**src/rtl/alu_arbiter.sv**
```systemverilog
// Round-robin sequencer that shares one external combinational ALU between
// the execute stage (requester 0) and the address/branch-compare unit (requester 1).
module alu_arbiter #(
  parameter int WIDTH = 32,
  parameter int OPW   = 3
) (
  input  logic             i_clk,
  input  logic             i_reset,
  input  logic             i_req0,
  input  logic [WIDTH-1:0] i_a0,
  input  logic [WIDTH-1:0] i_b0,
  input  logic [OPW-1:0]   i_op0,
  output logic             o_gnt0,
  output logic             o_vld0,
  input  logic             i_ack0,
  output logic [WIDTH-1:0] o_r0,
  input  logic             i_req1,
  input  logic [WIDTH-1:0] i_a1,
  input  logic [WIDTH-1:0] i_b1,
  input  logic [OPW-1:0]   i_op1,
  output logic             o_gnt1,
  output logic             o_vld1,
  input  logic             i_ack1,
  output logic [WIDTH-1:0] o_r1,
  output logic [WIDTH-1:0] o_alu_a,
  output logic [WIDTH-1:0] o_alu_b,
  output logic [OPW-1:0]   o_alu_op,
  input  logic [WIDTH-1:0] i_alu_r,
  output logic             o_busy
);

  localparam logic [0:0] IDLE = 1'b0;
  localparam logic [0:0] EXEC = 1'b1;

  logic [0:0]       r_state;
  logic             r_last;
  logic             r_sel;
  logic [1:0]       r_gnt;
  logic [1:0]       r_vld;
  logic [WIDTH-1:0] r_res0;
  logic [WIDTH-1:0] r_res1;
  logic [WIDTH-1:0] r_alu_a;
  logic [WIDTH-1:0] r_alu_b;
  logic [OPW-1:0]   r_alu_op;

  logic [1:0]       w_req;
  logic [1:0]       w_ack;
  logic [1:0]       w_elig;
  logic [1:0]       w_grant;

  assign w_req  = {i_req1, i_req0};
  assign w_ack  = {i_ack1, i_ack0};
  // A requester still holding an unacknowledged result sits out arbitration.
  assign w_elig = w_req & ~r_vld;

  // On a tie the requester that was not served last wins.
  assign w_grant[0] = (r_state == IDLE) && w_elig[0] && (!w_elig[1] || r_last);
  assign w_grant[1] = (r_state == IDLE) && w_elig[1] && (!w_elig[0] || !r_last);

  always_ff @(posedge i_clk or posedge i_reset) begin
    if (i_reset) begin
      r_state  <= IDLE;
      r_last   <= 1'b1;
      r_sel    <= 1'b0;
      r_alu_a  <= '0;
      r_alu_b  <= '0;
      r_alu_op <= '0;
    end else begin
      case (r_state)
        IDLE: begin
          if (w_grant[0]) begin
            r_alu_a  <= i_a0;
            r_alu_b  <= i_b0;
            r_alu_op <= i_op0;
            r_sel    <= 1'b0;
            r_state  <= EXEC;
          end else if (w_grant[1]) begin
            r_alu_a  <= i_a1;
            r_alu_b  <= i_b1;
            r_alu_op <= i_op1;
            r_sel    <= 1'b1;
            r_state  <= EXEC;
          end
        end
        default: begin
          r_last  <= r_sel;
          r_state <= IDLE;
        end
      endcase
    end
  end

  always_ff @(posedge i_clk or posedge i_reset) begin
    if (i_reset) begin
      r_gnt  <= '0;
      r_vld  <= '0;
      r_res0 <= '0;
      r_res1 <= '0;
    end else begin
      r_gnt <= w_grant;
      for (int i = 0; i < 2; i++) begin
        if (r_state == EXEC && r_sel == i[0]) begin
          r_vld[i] <= 1'b1;
        end else if (w_ack[i] && r_vld[i]) begin
          r_vld[i] <= 1'b0;
        end
      end
      // Results persist after ack until the next completion overwrites them.
      if (r_state == EXEC && !r_sel) begin
        r_res0 <= i_alu_r;
      end
      if (r_state == EXEC && r_sel) begin
        r_res1 <= i_alu_r;
      end
    end
  end

  assign o_gnt0   = r_gnt[0];
  assign o_gnt1   = r_gnt[1];
  assign o_vld0   = r_vld[0];
  assign o_vld1   = r_vld[1];
  assign o_r0     = r_res0;
  assign o_r1     = r_res1;
  assign o_alu_a  = r_alu_a;
  assign o_alu_b  = r_alu_b;
  assign o_alu_op = r_alu_op;
  assign o_busy   = (r_state == EXEC);

endmodule

```
**config.mk**
```make
export PLATFORM = sky130hd
export DESIGN_NAME = alu_arbiter
export DESIGN_NICKNAME = d
export VERILOG_FILES = /design/src/rtl/alu_arbiter.sv
export SDC_FILE = /design/constraint.sdc
export NUM_CORES = 1
export LEC_CHECK = 0
export CORE_MARGIN = 4
export CORE_UTILIZATION = 44
export CTS_BUF_LIST = sky130_fd_sc_hd__clkbuf_16
export CTS_CLUSTER_DIAMETER = 60
export DETAILED_ROUTE_END_ITERATION = 6
export MAX_ROUTING_LAYER = met4
export PLACE_DENSITY = 0.87
export SLEW_MARGIN = 0
export SYNTH_ARGS = -nofsm -noshare
export SYNTH_HDL_FRONTEND = slang
export SYNTH_SLANG_ARGS = --single-unit
```
**constraint.sdc**
```tcl
create_clock -name i_clk -period 14.8 [get_ports i_clk]
set_clock_uncertainty 0.2 [all_clocks]
set_input_delay 2.96 -clock i_clk [delete_from_list [all_inputs] [get_ports i_clk]]
set_output_delay 2.96 -clock i_clk [all_outputs]
set_load 0.01 [all_outputs]
```
======== Yosys cells after proc, flatten, opt, wreduce, memory -nomap -nowiden ========
Cells that the tools add are included.
cells by class
  mux-type cells .......................... 15
  bitwise operators ....................... 4
  reductions and logical operators ........ 19
operator list
  operator             number
  2-to-1 mux 32 bit    4
  logical AND 1 bit    9
  2-to-1 mux 1 bit     9
  2-to-1 mux 3 bit     2
  nonzero test 2 bit   3
  zero test 1 bit      4
  AND 2 bit            1
  logical OR 1 bit     2
  inverter 1 bit       2
  inverter 2 bit       1
  AND reduction 2 bit  1
storage, ports and cells
  flip-flop bits (word level) ............. 138
  input port bits ......................... 172
  output and inout port bits .............. 136
  word-level logic and storage cells ...... 49

======== Depth between registers and ports, before layout ========
Gate-level depths: netlist of the first run.
  word-level depth ........................ 8
  depth in mapped cells ................... 6
  depth with buffers taken out ............ 4

======== Least setup slack after synthesis of the first run ========
OpenSTA, ideal clock, no wires.
  kind .................................... input to register
  from .................................... input i_req1
  to ...................................... register r_alu_b[17] (netlist: o_alu_b[17])
  setup time .............................. 0.132 ns
  arrival ................................. 3.935 ns
  required time ........................... 14.468 ns
  path slack .............................. 10.533 ns
  stages on the path ...................... 5
  buffers on the path ..................... 2
  path through ............................ or3b_4 > buf_6 > buf_4 > a221oi_1 > a2bb2oi_1
on the way
  cells in the longest elaborated chain, start to end .. 6
  elaborated cells between the ends (all ways) .. 9
  classes of those cells .................. mux: 1; bitwise: 1; reduce/logical: 7
ends and longest elaborated chain
  what                           RTL line  text
  start, declared                17        input logic i_req1,
  AND 2 bit (*)                  54        assign w_elig = w_req & ~r_vld;
  zero test 1 bit                57        assign w_grant[0] = (r_state == IDLE) && w_elig[0] && (!w_elig[1] || r_last);
  logical OR 1 bit               57
  logical AND 1 bit              57
  nonzero test 2 bit (no line)   n/a
  AND reduction 2 bit (no line)  n/a
  end signal, assigned           73        r_alu_b <= i_b0;
  end signal, assigned           79        r_alu_b <= i_b1;
  end, declared                  43        logic [WIDTH-1:0] r_alu_b;
Every way passes the cells marked *; elsewhere a longest branch is shown, timed or not.
A chain may end at the register's enable or synchronous reset.

======== Worst setup path after layout of the first run ========
  from .................................... input i_req0
  to ...................................... register r_alu_b[24] (netlist: o_alu_b[24])
on the way
  cells in the longest elaborated chain, start to end .. 6
  elaborated cells between the ends (all ways) .. 9
  classes of those cells .................. mux: 1; bitwise: 1; reduce/logical: 7
ends and longest elaborated chain
  what                           RTL line  text
  start, declared                9         input logic i_req0,
  AND 2 bit (*)                  54
  zero test 1 bit                58        assign w_grant[1] = (r_state == IDLE) && w_elig[1] && (!w_elig[0] || !r_last);
  logical OR 1 bit               58
  logical AND 1 bit              58
  nonzero test 2 bit (no line)   n/a
  AND reduction 2 bit (no line)  n/a
Marked as above.

==> flow_summary.ini, run 1 <==
[run_status]
outcome = completed

[routing]
drt-initial-drc-count = 407
wl_um = 22360
first_pass_iters = 6
ant_nets = 0
drc = 0
dr_total_vias = 5479
via_per_inst = 5.885
wl_per_cell_um = 24.02

[grt]
grt_pass1_vias = 6065
busiest_layer = met2
use_met1 = 0.2920
gr-usage-met2 = 0.4801
gr-usage-all-layers = 0.2843
grt_pass1_wl_um = 34110
antenna_found_initial = 1
use_met3 = 0.1207
grt_start_max_net_pins = 86
grt.overflow.total = 0

[synth]
yosys_warnings = 0
synthSimpleGateAreaFrac = 0.1030
synth_flop_cell = dfrtp_1
synth_compound_area_frac = 0.1727
synth-edff-count = 0
synth_fa_ha_area_frac = 0
synth_async_sr_flop_share = 1.000
netlist_area_sq_um = 6123
seq_area_frac_synth = 0.5642
avgSynthCellArea_sq_um = 13.23
synth_cells = 463
synth_cell_types = 27
synth_top_cell_by_area = dfrtp_1
synth_area_leaders = dfrtp_1 56%, mux2_2 12%, a221o_1 6.5%
synth-xor-area-share = 0
synth_top_family_by_area = compound AO/OA/AOI/OAI gates
yosysTopAreaCellShare = 0.5599
synth_nets = 635
muxShareOfSynthArea = 0.1177
synth_seq_cells = 138

[timing]
rsz0062_at_grt = false
setup_viol = 0
hold_violations = 0
tns_ns = 0
post-route-period-util = 0.4071
worst_slew_pin_slew_ns = 1.351
period_minus_slack_ns = 6.026
final-max-slew-violation-count = 0
max_slew_margin = 0.09811
max_freq_mhz = 166.0

[finish]
synthToLayoutAreaGrowth_pct = 60.58
mostFrequentLayoutCells = 307 x clkdlybuf4s50_1, 136 x dfrtp_1, 64 x mux2_2, 40 x and3_1, 40 x a221o_1
finalNetCount = 914
multi_input_comb_area_sq_um = 2434
final_common_cell = clkdlybuf4s50_1
regArea_sq_um = 3456
drive_above_1_share = 0.1618
utilization = 0.7309
fillCellCount = 900

[clock_tree]
cts_tree = yes
post_cts_buffers = 0
postCtsResizedCells = 0
cts_buffers = 17
clockBufferDepth = 2
clk_pin_slew_ns = 0.06
cts_root_buffer = clkbuf_16
ctsHoldBuffers = 0
clock_sinks = 138
insertion_delay_ns = 0.41
h-tree-depth = 4

[worst_hold_path]
min_path_cells = 1
min_from = o_r1[3]
hold_class = flop to flop

[power]
cellLeakagePower_nw = 4.090
ir_drop_mv = 0.1456
p_per_area_nw_per_um2 = 223.1

[setup_path]
cp-start-kind = primary input
critPathRequiredTime_ns = 14.93
critPathMaxFanout = 41
cp.arrival_ns = 6.15
crit_start = i_req0
reg2regPathDepth = 5
critPathKind = primary input to flop
worstReg2RegStart = r_vld[0]
crit_path_end_kind = flop

[placement]
hpwl_um = 15470
portBuffers = 307
gp_congestion = 0.9252

[die]
start_util = 0.4552
die_x_um = 126.0
die_h_um = 126.0
rows = 42
core_area_sq_um = 13450
dieArea_sq_um = 15870
io_pins = 308

[run]
drv_cap = 0
==> metal layers <==
layer / vias up / part of all wire
met5: - / 0
met4: 0 / 0.036
met3: 52 / 0.097
met2: 305 / 0.51
met1: 2744 / 0.36
li1: 2378 / -
==> power breakdown <==
group	switching, mW	internal, mW
Sequential	0.152	0.571
Clock	0.174	0.251
Combinational	0.434	0.611
==> cells by family (layout without fill, tap and decap cells) <==
| logic type | count (synthesis) | after routing |
|---|---|---|
| flops | 138 | 138 |
| compound gates | 127 | 127 |
| other cells | 0 | 1 |
| simple gates | 77 | 77 |
| buf+inv | 57 | 348 |
| mux | 64 | 64 |
==> flip-flops by register name, summed over array words and instances (netlist names) <==
signal / count
o_alu_a: 32
o_alu_b: 32
o_r0: 32
o_r1: 32
o_alu_op: 3
r_gnt: 2
r_vld: 2
o_busy: 1
r_last: 1
r_sel: 1
==> final cells by class <==
cell class              instances  area share
clock inverters                14     0.01641
repair buffers                312      0.3163
clock buffers                  17     0.04326
inverters                       5    0.002418
well taps                     176     0.02239
multi-input cells             268      0.2475
diodes                          1   0.0002545
flip-flops and latches        138      0.3514
==> worst paths after layout <==
path	endpoint	slack [ns]
min in group asynchronous	o_r1[22]	2.82
hold reg to reg	o_r1[3]	0.30
setup reg to reg	o_alu_b[24]	11.38
hold / removal	o_r1[3]	0.30
max in group asynchronous	o_busy	10.25
setup / recovery	o_alu_b[24]	8.77
==> worst max-delay path, stage by stage <==
cell             delay, ns
clkdlybuf4s50_1       1.06
nand2b_1              0.78
a21o_1                0.37
buf_4                 0.27
inv_2                 0.46
a2bb2oi_1             0.23
==> per-stage QoR <==
| step | instance area, sq um | power (mW) | hold WS [ns] | worst slack (ns) | instances |
|---|---|---|---|---|---|
| after floorplan | 6123 | 1.209 | 0.2888 | 7.945 | 463 |
| after global placement | 9244 | 1.713 | 0.2874 | 8.512 | 899 |
| after detailed placement | 9244 | 1.757 | 0.2945 | 8.353 | 899 |
| after CTS | 9831 | 2.204 | 0.3053 | 8.764 | 930 |
| after global routing | 9833 | 2.309 | 0.3087 | 8.484 | 931 |
| final | 9833 | 2.194 | 0.3033 | 8.774 | 931 |
==> synthesized netlist by cell type, drive strengths merged (5+ instances only) <==
master	count
a2bb2oi	28
nor4bb	13
dfrtp	137
buf	29
inv	5
a221oi	27
o21ai	29
and3	40
mux2	64
and4bb	14
clkbuf	23
a221o	40
(Power assumes the default switching activity.)
==> inputs of run 2 (changes only) <==
--- a/config.mk
+++ b/config.mk
@@ -6,12 +6,12 @@
 export NUM_CORES = 1
 export LEC_CHECK = 0
 export CORE_MARGIN = 4
-export CORE_UTILIZATION = 44
+export CORE_UTILIZATION = 37
 export CTS_BUF_LIST = sky130_fd_sc_hd__clkbuf_16
 export CTS_CLUSTER_DIAMETER = 60
 export DETAILED_ROUTE_END_ITERATION = 6
 export MAX_ROUTING_LAYER = met4
-export PLACE_DENSITY = 0.87
+export PLACE_DENSITY = 0.78
 export SLEW_MARGIN = 0
 export SYNTH_ARGS = -nofsm -noshare
 export SYNTH_HDL_FRONTEND = slang
==> constraint.sdc (replaced) <==
create_clock -name i_clk -period 5.5 [get_ports i_clk]
set_clock_uncertainty 0.2 [all_clocks]
set_input_delay 1.1 -clock i_clk [delete_from_list [all_inputs] [get_ports i_clk]]
set_output_delay 1.1 -clock i_clk [all_outputs]
set_load 0.01 [all_outputs]
==> run 2 against run 1 <==
  * Die area is 18% higher
  * Sequential share of layout area is 0.39 points lower
  * Global-route usage is 6.0 points lower
  * Clock power grew to 3.0 times the previous value
  * Critical path depth is 1 lower
  * Highest routed layer unchanged
  * Clock-buffer cell count stayed put
  * Cell count is 4.4% higher
  * Register-to-register slack worse by 9.0 ns
  * Critical endpoint is now o_alu_b[12]
  * Hold slack better by 0.0018 ns
  * Combinational power grew to 2.7 times the previous value
  * Total power grew to 2.7 times the previous value
  * Via count is 3.4% lower
==> flow_summary.ini, run 2 (synthesized netlist as in run 1, its figures left out) <==
[grt]
grt_start_max_net_pins = 112
gr-usage-all-layers = 0.2246
grt.overflow.total = 0
grt_pass1_vias = 5742
grt_pass1_wl_um = 31450
antenna_found_initial = 1

[routing]
first_pass_iters = 6
dr_total_vias = 5290
ant_nets = 0
drt-initial-drc-count = 230
wl_um = 20940
drc = 0
via_per_inst = 5.442
wl_per_cell_um = 21.55

[setup_path]
cp-start-kind = primary input
rrSetupSlack_ns = 2.42
worstReg2RegStart = r_vld[0]
critPathMaxFanout = 40
critPathRequiredTime_ns = 5.58
endpoint = o_alu_b[12]
reg2regPathDepth = 4
r2r_end = o_alu_b[12]
crit_start = i_req0
critPathKind = primary input to flop
cp.arrival_ns = 4.10
crit_path_end_kind = flop

[clock_tree]
cts_root_buffer = clkbuf_16
post_cts_buffers = 0
clock_sinks = 138
clockBufferDepth = 2
clk_pin_slew_ns = 0.06
h-tree-depth = 4
ctsHoldBuffers = 0
cts_tree = yes
postCtsResizedCells = 0
insertion_delay_ns = 0.40
cts_buffers = 17

[die]
io_pins = 308
start_util = 0.3813
rows = 46
dieArea_sq_um = 18670
core_area_sq_um = 16060
die_x_um = 136.6
die_h_um = 136.6

[finish]
final_common_cell = clkdlybuf4s50_1
drive_above_1_share = 0.1603
mostFrequentLayoutCells = 307 x clkdlybuf4s50_1, 136 x dfrtp_1, 64 x mux2_2, 40 x and3_1, 40 x a221o_1
utilization = 0.6193
synthToLayoutAreaGrowth_pct = 62.40
finalNetCount = 914

[run_status]
outcome = completed

[timing]
setup_viol = 0
hold_violations = 0
max_freq_mhz = 248.9
max_slew_margin = 0.1031
setup_slack_ns = 1.483
worst_slew_pin_slew_ns = 1.344
holdWs_ns = 0.3051
final-max-slew-violation-count = 0
period_minus_slack_ns = 4.017
rsz0062_at_grt = false
post-route-period-util = 0.7304
tns_ns = 0

[placement]
dp_slack_ns = 1.079
hpwl_um = 14660
portBuffers = 307
gp_congestion = 0.8118

[worst_hold_path]
hold_class = flop to flop

[power]
p_per_area_nw_per_um2 = 599.5
cellLeakagePower_nw = 4.132
ir_drop_mv = 0.3197

[run]
drv_cap = 0
## run 2: cell count changes in the layout (fill, tap and decap cells not counted), sizes merged
cell      change
bufinv        +3
clkinv        -2
clkinvlp      -1
inv           +1
## run 2: layout make-up
class | count | area, sq um
inverters | 5 | 23.77
repair buffers | 312 | 3110
clock inverters | 15 | 222.7
diodes | 1 | 2.502
fillers | 1230 | 6113
multi-input cells | 268 | 2434
well taps | 216 | 270.3
clock buffers | 17 | 425.4
flip-flops and latches | 138 | 3456
## run 2: worst max-delay path: stages
cell             delay (ns)
clkdlybuf4s50_1        1.08
nand2b_1               0.81
a21o_1                 0.41
buf_4                  0.27
a221o_1                0.40
## run 2: report_power, final
| part | switching, mW | total, mW | leakage [nW] | internal, mW |
|---|---|---|---|---|
| clock network | 0.458 | 1.27 | 0.327 | 0.809 |
| registers | 0.399 | 1.94 | 1.63 | 1.54 |
| logic | 1.12 | 2.76 | 2.18 | 1.64 |
## run 2: worst min-delay path by stage
stage,to,from,cells past startpoint
final,o_r0[22],o_r0[22],1
after global routing,o_alu_b[20],o_alu_b[20],1
after global placement,o_r1[27],o_r1[27],1
after floorplan,r_last,r_last,2
after detailed placement,o_r0[21],o_r0[21],1
after CTS,o_r1[6],o_r1[6],1
## run 2: through the flow
step	instance area (sq um)	cells	power, mW
global route	9945	972	6.283
CTS	9942	971	6.029
floorplan	6123	463	3.252
finish	9945	972	5.961
global placement	9294	939	4.609
detailed placement	9294	939	4.723
## run 2: routing by layer
metal | global-route usage | share of wire
met2 | 0.3647 | 0.49
met1 | 0.2581 | 0.39
met5 | - | 0
met3 | 0.07279 | 0.091
met4 | 0.09015 | 0.027
